**src/rtl/rv32i_types.sv**
```systemverilog
// Shared type package for the rv32i pipeline.
//
// Contents:
//   REG_IDX_W   - architectural register index width (x0..x31)
//   PERF_CNT_W  - width of the optional hazard performance counters
//   hz_state_t  - memory-completion tracking state of pipeline_hazard_ctrl
package rv32i_types;

    localparam int REG_IDX_W  = 5;
    localparam int PERF_CNT_W = 32;

    // HZ_RUN    : no memory response latched yet for the current advance
    // HZ_I_DONE : fetch already completed, still waiting on the data access
    // HZ_D_DONE : data access already completed, still waiting on the fetch
    typedef enum logic [1:0] {
        HZ_RUN    = 2'd0,
        HZ_I_DONE = 2'd1,
        HZ_D_DONE = 2'd2
    } hz_state_t;

endpackage : rv32i_types

```
**src/rtl/hazard_detect.sv**
```systemverilog
// hazard_detect - purely combinational load-use comparator.
//
// Flags the case where the instruction in EX is a load whose destination
// register is read by the instruction in ID; the value is not forwardable
// until the load reaches MEM, so ID must wait one cycle.
//
// Ports:
//   id_rs1, id_rs2            in  REG_IDX_W - source registers of the ID instruction
//   id_uses_rs1, id_uses_rs2  in  1         - ID instruction actually reads that source
//   ex_rd                     in  REG_IDX_W - destination register of the EX instruction
//   ex_mem_read               in  1         - EX instruction is a load
//   load_use                  out 1         - load-use hazard present
module hazard_detect
    import rv32i_types::*;
(
    input  logic [REG_IDX_W-1:0] id_rs1,
    input  logic [REG_IDX_W-1:0] id_rs2,
    input  logic                 id_uses_rs1,
    input  logic                 id_uses_rs2,
    input  logic [REG_IDX_W-1:0] ex_rd,
    input  logic                 ex_mem_read,
    output logic                 load_use
);

    logic rs1_hit;
    logic rs2_hit;

    assign rs1_hit = id_uses_rs1 && (id_rs1 == ex_rd);
    assign rs2_hit = id_uses_rs2 && (id_rs2 == ex_rd);

    // x0 is hardwired to zero, so a load targeting it never creates a dependency.
    assign load_use = ex_mem_read && (ex_rd != '0) && (rs1_hit || rs2_hit);

endmodule : hazard_detect

```
**src/rtl/pipeline_hazard_ctrl.sv**
```systemverilog
// pipeline_hazard_ctrl - central hazard/stall controller of the five-stage
// rv32i pipeline.
//
// Every cycle it produces the load/sel pair for each inter-stage register
// plus the PC load enable. The whole pipeline freezes until both the fetch
// and (if requested) the data access of the current cycle have completed;
// a response that arrives early is remembered in the FSM so it is never
// required twice. A load-use hazard inserts a single bubble into ID/EX, and
// a taken branch/jump in EX flushes IF/ID and ID/EX.
//
// Optional feature macro: HAZARD_PERF_EN adds the stall_cycles and
// flush_count performance counters.
//
// Ports:
//   clk, rst                      in  1  - clock, synchronous active-high reset
//   id_rs1, id_rs2                in  5  - ID source registers
//   id_uses_rs1, id_uses_rs2      in  1  - ID instruction reads that source
//   ex_rd                         in  5  - EX destination register
//   ex_mem_read                   in  1  - EX instruction is a load
//   ex_br_taken                   in  1  - EX branch/jump taken
//   imem_resp                     in  1  - fetch completes this cycle
//   dmem_req                      in  1  - MEM instruction accesses memory
//   dmem_resp                     in  1  - data access completes this cycle
//   pc_load                       out 1  - load PC
//   {if_id,id_ex,ex_mem,mem_wb}_load  out 1 - stage register load enables
//   {if_id,id_ex,ex_mem,mem_wb}_sel   out 1 - 1 = load bubble, 0 = pass-through
//   stall_cycles, flush_count     out 32 - (HAZARD_PERF_EN only) counters
module pipeline_hazard_ctrl
    import rv32i_types::*;
(
    input  logic                 clk,
    input  logic                 rst,
    input  logic [REG_IDX_W-1:0] id_rs1,
    input  logic [REG_IDX_W-1:0] id_rs2,
    input  logic                 id_uses_rs1,
    input  logic                 id_uses_rs2,
    input  logic [REG_IDX_W-1:0] ex_rd,
    input  logic                 ex_mem_read,
    input  logic                 ex_br_taken,
    input  logic                 imem_resp,
    input  logic                 dmem_req,
    input  logic                 dmem_resp,
    output logic                 pc_load,
    output logic                 if_id_load,
    output logic                 id_ex_load,
    output logic                 ex_mem_load,
    output logic                 mem_wb_load,
    output logic                 if_id_sel,
    output logic                 id_ex_sel,
    output logic                 ex_mem_sel,
    output logic                 mem_wb_sel
`ifdef HAZARD_PERF_EN
    ,
    output logic [PERF_CNT_W-1:0] stall_cycles,
    output logic [PERF_CNT_W-1:0] flush_count
`endif
);

    hz_state_t state;
    logic      load_use;
    logic      i_done;
    logic      d_done;
    logic      i_ok;
    logic      d_ok;
    logic      advance;

    hazard_detect u_hazard_detect (
        .id_rs1      (id_rs1),
        .id_rs2      (id_rs2),
        .id_uses_rs1 (id_uses_rs1),
        .id_uses_rs2 (id_uses_rs2),
        .ex_rd       (ex_rd),
        .ex_mem_read (ex_mem_read),
        .load_use    (load_use)
    );

    assign i_done  = (state == HZ_I_DONE);
    assign d_done  = (state == HZ_D_DONE);
    assign i_ok    = imem_resp || i_done;
    assign d_ok    = !dmem_req || dmem_resp || d_done;
    assign advance = i_ok && d_ok;

    // Completion tracking: remember whichever response arrived first while
    // the other is still outstanding, and drop it once the pair is complete.
    always_ff @(posedge clk) begin
        if (rst) begin
            state <= HZ_RUN;
        end else begin
            case (state)
                HZ_RUN: begin
                    if (advance)
                        state <= HZ_RUN;
                    else if (imem_resp && !d_ok)
                        state <= HZ_I_DONE;
                    else if (dmem_req && dmem_resp && !imem_resp)
                        state <= HZ_D_DONE;
                    else
                        state <= HZ_RUN;
                end
                HZ_I_DONE: begin
                    if (dmem_resp)
                        state <= HZ_RUN;
                end
                HZ_D_DONE: begin
                    if (imem_resp)
                        state <= HZ_RUN;
                end
                default: state <= HZ_RUN;
            endcase
        end
    end

    // Stage control decode. A branch outranks load-use because the ID
    // instruction that would have consumed the load is flushed anyway.
    always_comb begin
        pc_load     = 1'b0;
        if_id_load  = 1'b0;
        id_ex_load  = 1'b0;
        ex_mem_load = 1'b0;
        mem_wb_load = 1'b0;
        if_id_sel   = 1'b0;
        id_ex_sel   = 1'b0;
        ex_mem_sel  = 1'b0;
        mem_wb_sel  = 1'b0;
        if (rst || !advance) begin
            // full freeze: defaults already hold
        end else if (ex_br_taken) begin
            pc_load     = 1'b1;
            if_id_load  = 1'b1;
            id_ex_load  = 1'b1;
            ex_mem_load = 1'b1;
            mem_wb_load = 1'b1;
            if_id_sel   = 1'b1;
            id_ex_sel   = 1'b1;
        end else if (load_use) begin
            // Hold PC and IF/ID, let the load move on, drop a bubble into EX.
            id_ex_load  = 1'b1;
            ex_mem_load = 1'b1;
            mem_wb_load = 1'b1;
            id_ex_sel   = 1'b1;
        end else begin
            pc_load     = 1'b1;
            if_id_load  = 1'b1;
            id_ex_load  = 1'b1;
            ex_mem_load = 1'b1;
            mem_wb_load = 1'b1;
        end
    end

`ifdef HAZARD_PERF_EN
    logic bubble;

    assign bubble = advance && !ex_br_taken && load_use;

    always_ff @(posedge clk) begin
        if (rst) begin
            stall_cycles <= '0;
            flush_count  <= '0;
        end else begin
            if (!advance || bubble)
                stall_cycles <= stall_cycles + 1'b1;
            if (advance && ex_br_taken)
                flush_count <= flush_count + 1'b1;
        end
    end
`endif

endmodule : pipeline_hazard_ctrl

```
**config.mk**
```make
export PLATFORM = sky130hd
export DESIGN_NAME = pipeline_hazard_ctrl
export DESIGN_NICKNAME = d
export VERILOG_FILES = /design/src/rtl/rv32i_types.sv /design/src/rtl/hazard_detect.sv /design/src/rtl/pipeline_hazard_ctrl.sv
export SDC_FILE = /design/constraint.sdc
export NUM_CORES = 1
export LEC_CHECK = 0
export CAP_MARGIN = 25
export CELL_PAD_IN_SITES_DETAIL_PLACEMENT = 2
export CELL_PAD_IN_SITES_GLOBAL_PLACEMENT = 2
export CORE_UTILIZATION = 13
export CTS_BUF_LIST = sky130_fd_sc_hd__clkbuf_4 sky130_fd_sc_hd__clkbuf_8
export DETAILED_ROUTE_END_ITERATION = 12
export PLACE_DENSITY = 0.9
export SLEW_MARGIN = 15
export SYNTH_ARGS = -nofsm -noshare
export SYNTH_HDL_FRONTEND = slang
export SYNTH_SLANG_ARGS = --single-unit
```
**constraint.sdc**
```tcl
create_clock -name clk -period 4 [get_ports clk]
set_clock_uncertainty 0.05 [all_clocks]
set_input_delay 0.8 -clock clk [delete_from_list [all_inputs] [get_ports clk]]
set_output_delay 0.8 -clock clk [all_outputs]
set_load 0.01 [all_outputs]
```
==> results.toml <==
[outcome]
status = "complete, no violations"

[finish]
largest_register_ffs = 2
syn2layout_area_growth_pct = 107
drive_above_1_share_pct = 5.80
final_core_util_pct = 28.4
top_regs = "state x2"
regMostFlops = "state"
nets = 95
diodes = 0

[sta]
setup_tns_ps = 0
min_period_over_period_pct = 89.6
drv_slew = 0
setup-violations-final = 0
hold_viol_final = 0
max_freq_mhz = 279
finalCriticalPeriod_ps = 3580
rsz0062_at_grt = "false"
layout_setup_ws_ps = 415

[global_route]
antenna_found_initial = 0
grt_pass1_vias = 425
grt_util_all_layers_pct = 9.28
gr-total-overflow = 0
grt_max_degree = 5
grt_first_pass_wirelength_um = 1800

[pwr]
seq_power_share_pct = 17.8
intPower_uw = 89.0
switching_share_pct = 26.3
p_switching_uw = 31.8
pwr-share-clk_pct = 35.9
irDropWorstVdd_mv = 0.143
powerDensity_mw_per_mm2 = 192
power_leakage_uw = 0.000244
power.share.combinational_pct = 46.3

[synthesis]
synth.top_cell.area_share_pct = 23.0
postSynthCellCount = 40
synth_area_um2 = 304
ys_top_cells_by_area = "xor2_1, dfxtp_1, buf_4"
ys.flop_type = "dfxtp_1"
synth_edf_count = 0
synthArstFlopShare_pct = 0
synth_area_leader_cell = "xor2_1"
yosys_warnings = 0
ys_ff_latch = 2
seq_area_frac_synth_pct = 13.2
netlist-cell-type-count = 21
avgSynthCellArea_um2 = 7.60

[flow_run]
max-cap-violations = 0

[cts]
cts_buffer_depth = 2
h-tree-depth = 1
numCtsBuffers = 3
path_clk_slew_ps = 30
cts_sinks = 2
insertion_delay_ps = 220
cts_setup_buffers = 0
tritoncts = "done"
cts_root_buf = "clkbuf_4"
holdBufCountCts = 0
cts_resized = 0

[floorplan]
ios = 33
core_mm2 = 0.00221
die-area_mm2 = 0.00254
core.rowCount = 17
die_y_um = 50.4
die_w_um = 50.4
start_util_pct = 13.7

[worst_setup_path]
cpMaxStageDelayCell = "clkdlybuf4s50_1"
path_max_fanout = 3
arrival_ps = 2730
crit_path_end_kind = "output port"
cpPeakStageDelay_ps = 570
path_class = "in -> out"
crit_path_start_kind = "input port"
timing.critical_path.mode_cell = "clkdlybuf4s50_1"
crit_chain = "clkdlybuf4s50_1 -> xor2_1 -> nor4_1 -> a32oi_1 -> o31ai_1 -> clkdlybuf4s50_1"
crit_required_ps = 3150
r2r_cells = 2

[routing]
route.vias.total = 413
wire_per_inst_um = 11.4
viasPerCell = 4.26
drt_wl_total_um = 1110
postRouteAntennaNets = 0
drc = 0
drt_iter0_markers = 5
firstDrtPassIters = 6

[place]
dpl.hpwl_um = 1010
port_buffers = 30
place_worst_setup_slack_ps = 384
routabilityCongestion = 0.614

[worst_hold_path]
min_path_cells = 1
hold_path_class = "reg -> reg"
[power by group through the flow]
stage	Combinational, µW	Clock [µW]	Sequential, µW
final	55.9	43.3	21.6
after global routing	60.8	47.4	21.7
after CTS	56.8	46.1	21.5
after detailed placement	56.6	0	21.8
after global placement	54.7	0	21.7
after floorplan	22.3	0	21.6
[cell usage in the layout, fill, tap and decap left out]
cell             count
nand2_1              1
o31a_1               1
nor4_2               1
clkdlybuf4s50_1     30
xor2_1               8
a21oi_1              2
o21ai_1              1
o21ai_0              1
nor4_1               3
or4_1                1
dfxtp_1              2
a32oi_1              1
nor2b_1              1
o211ai_1             1
a2bb2oi_1            1
nor2_1               1
clkbuf_4             3
conb_1               2
and2_0               1
inv_1                4
xnor2_1              2
o31ai_1              1
[worst paths after layout]
kind / startpoint / end / slack [ps]
setup / recovery: ex_rd[1] / id_ex_sel / 420
hold / removal: state[0] / state[1] / 440
hold reg to reg: state[0] / state[1] / 440
setup reg to reg: state[1] / state[1] / 3230
[layer usage]
layer | up-vias | part of all wire, % | track usage (%)
met5 | - | 0 | 0
met4 | 0 | 1.3 | 2.31
met3 | 2 | 8.7 | 3.94
met2 | 20 | 55 | 17.6
met1 | 197 | 35 | 9.17
li1 | 194 | - | -
[cells by family (layout without fill, tap and decap cells)]
logic type | after synthesis | after routing | synth area share (%)
xor+xnor | 10 | 10 | 28.8
compound gates | 9 | 9 | 20.2
simple gates | 9 | 9 | 19.3
buf+inv | 9 | 37 | 17.3
flops | 2 | 2 | 13.2
other cells | 1 | 2 | 1.23
[through the flow]
step / cells / hold slack [ps] / cell area [µm²] / total power (µW)
CTS: 97 / 443 / 628 / 124
detailed placement: 94 / 440 / 606 / 78.4
global route: 97 / 475 / 628 / 130
floorplan: 41 / 386 / 308 / 43.9
finish: 97 / 441 / 628 / 121
global placement: 94 / 407 / 606 / 76.3
[layout make-up]
class,count,area (µm²)
fillers,259,1580
repair buffers,30,300
multi-input cells,30,215
flip-flops and latches,2,40.0
well taps,28,35.0
clock buffers,3,22.5
inverters,4,15.0
[worst max-delay path: cells and delay by family]
kind / cells / cell delay, ps
xor+xnor: 1 / 190
simple gates: 1 / 310
buf+inv: 2 / 1050
compound gates: 2 / 380
[cell usage after synthesis (2+ instances only)]
master	number
inv_1	4
a21oi_1	2
xor2_1	8
xnor2_1	2
dfxtp_1	2
buf_4	5
nor4_1	3
Note: power is estimated with default switching activity, not from simulation.
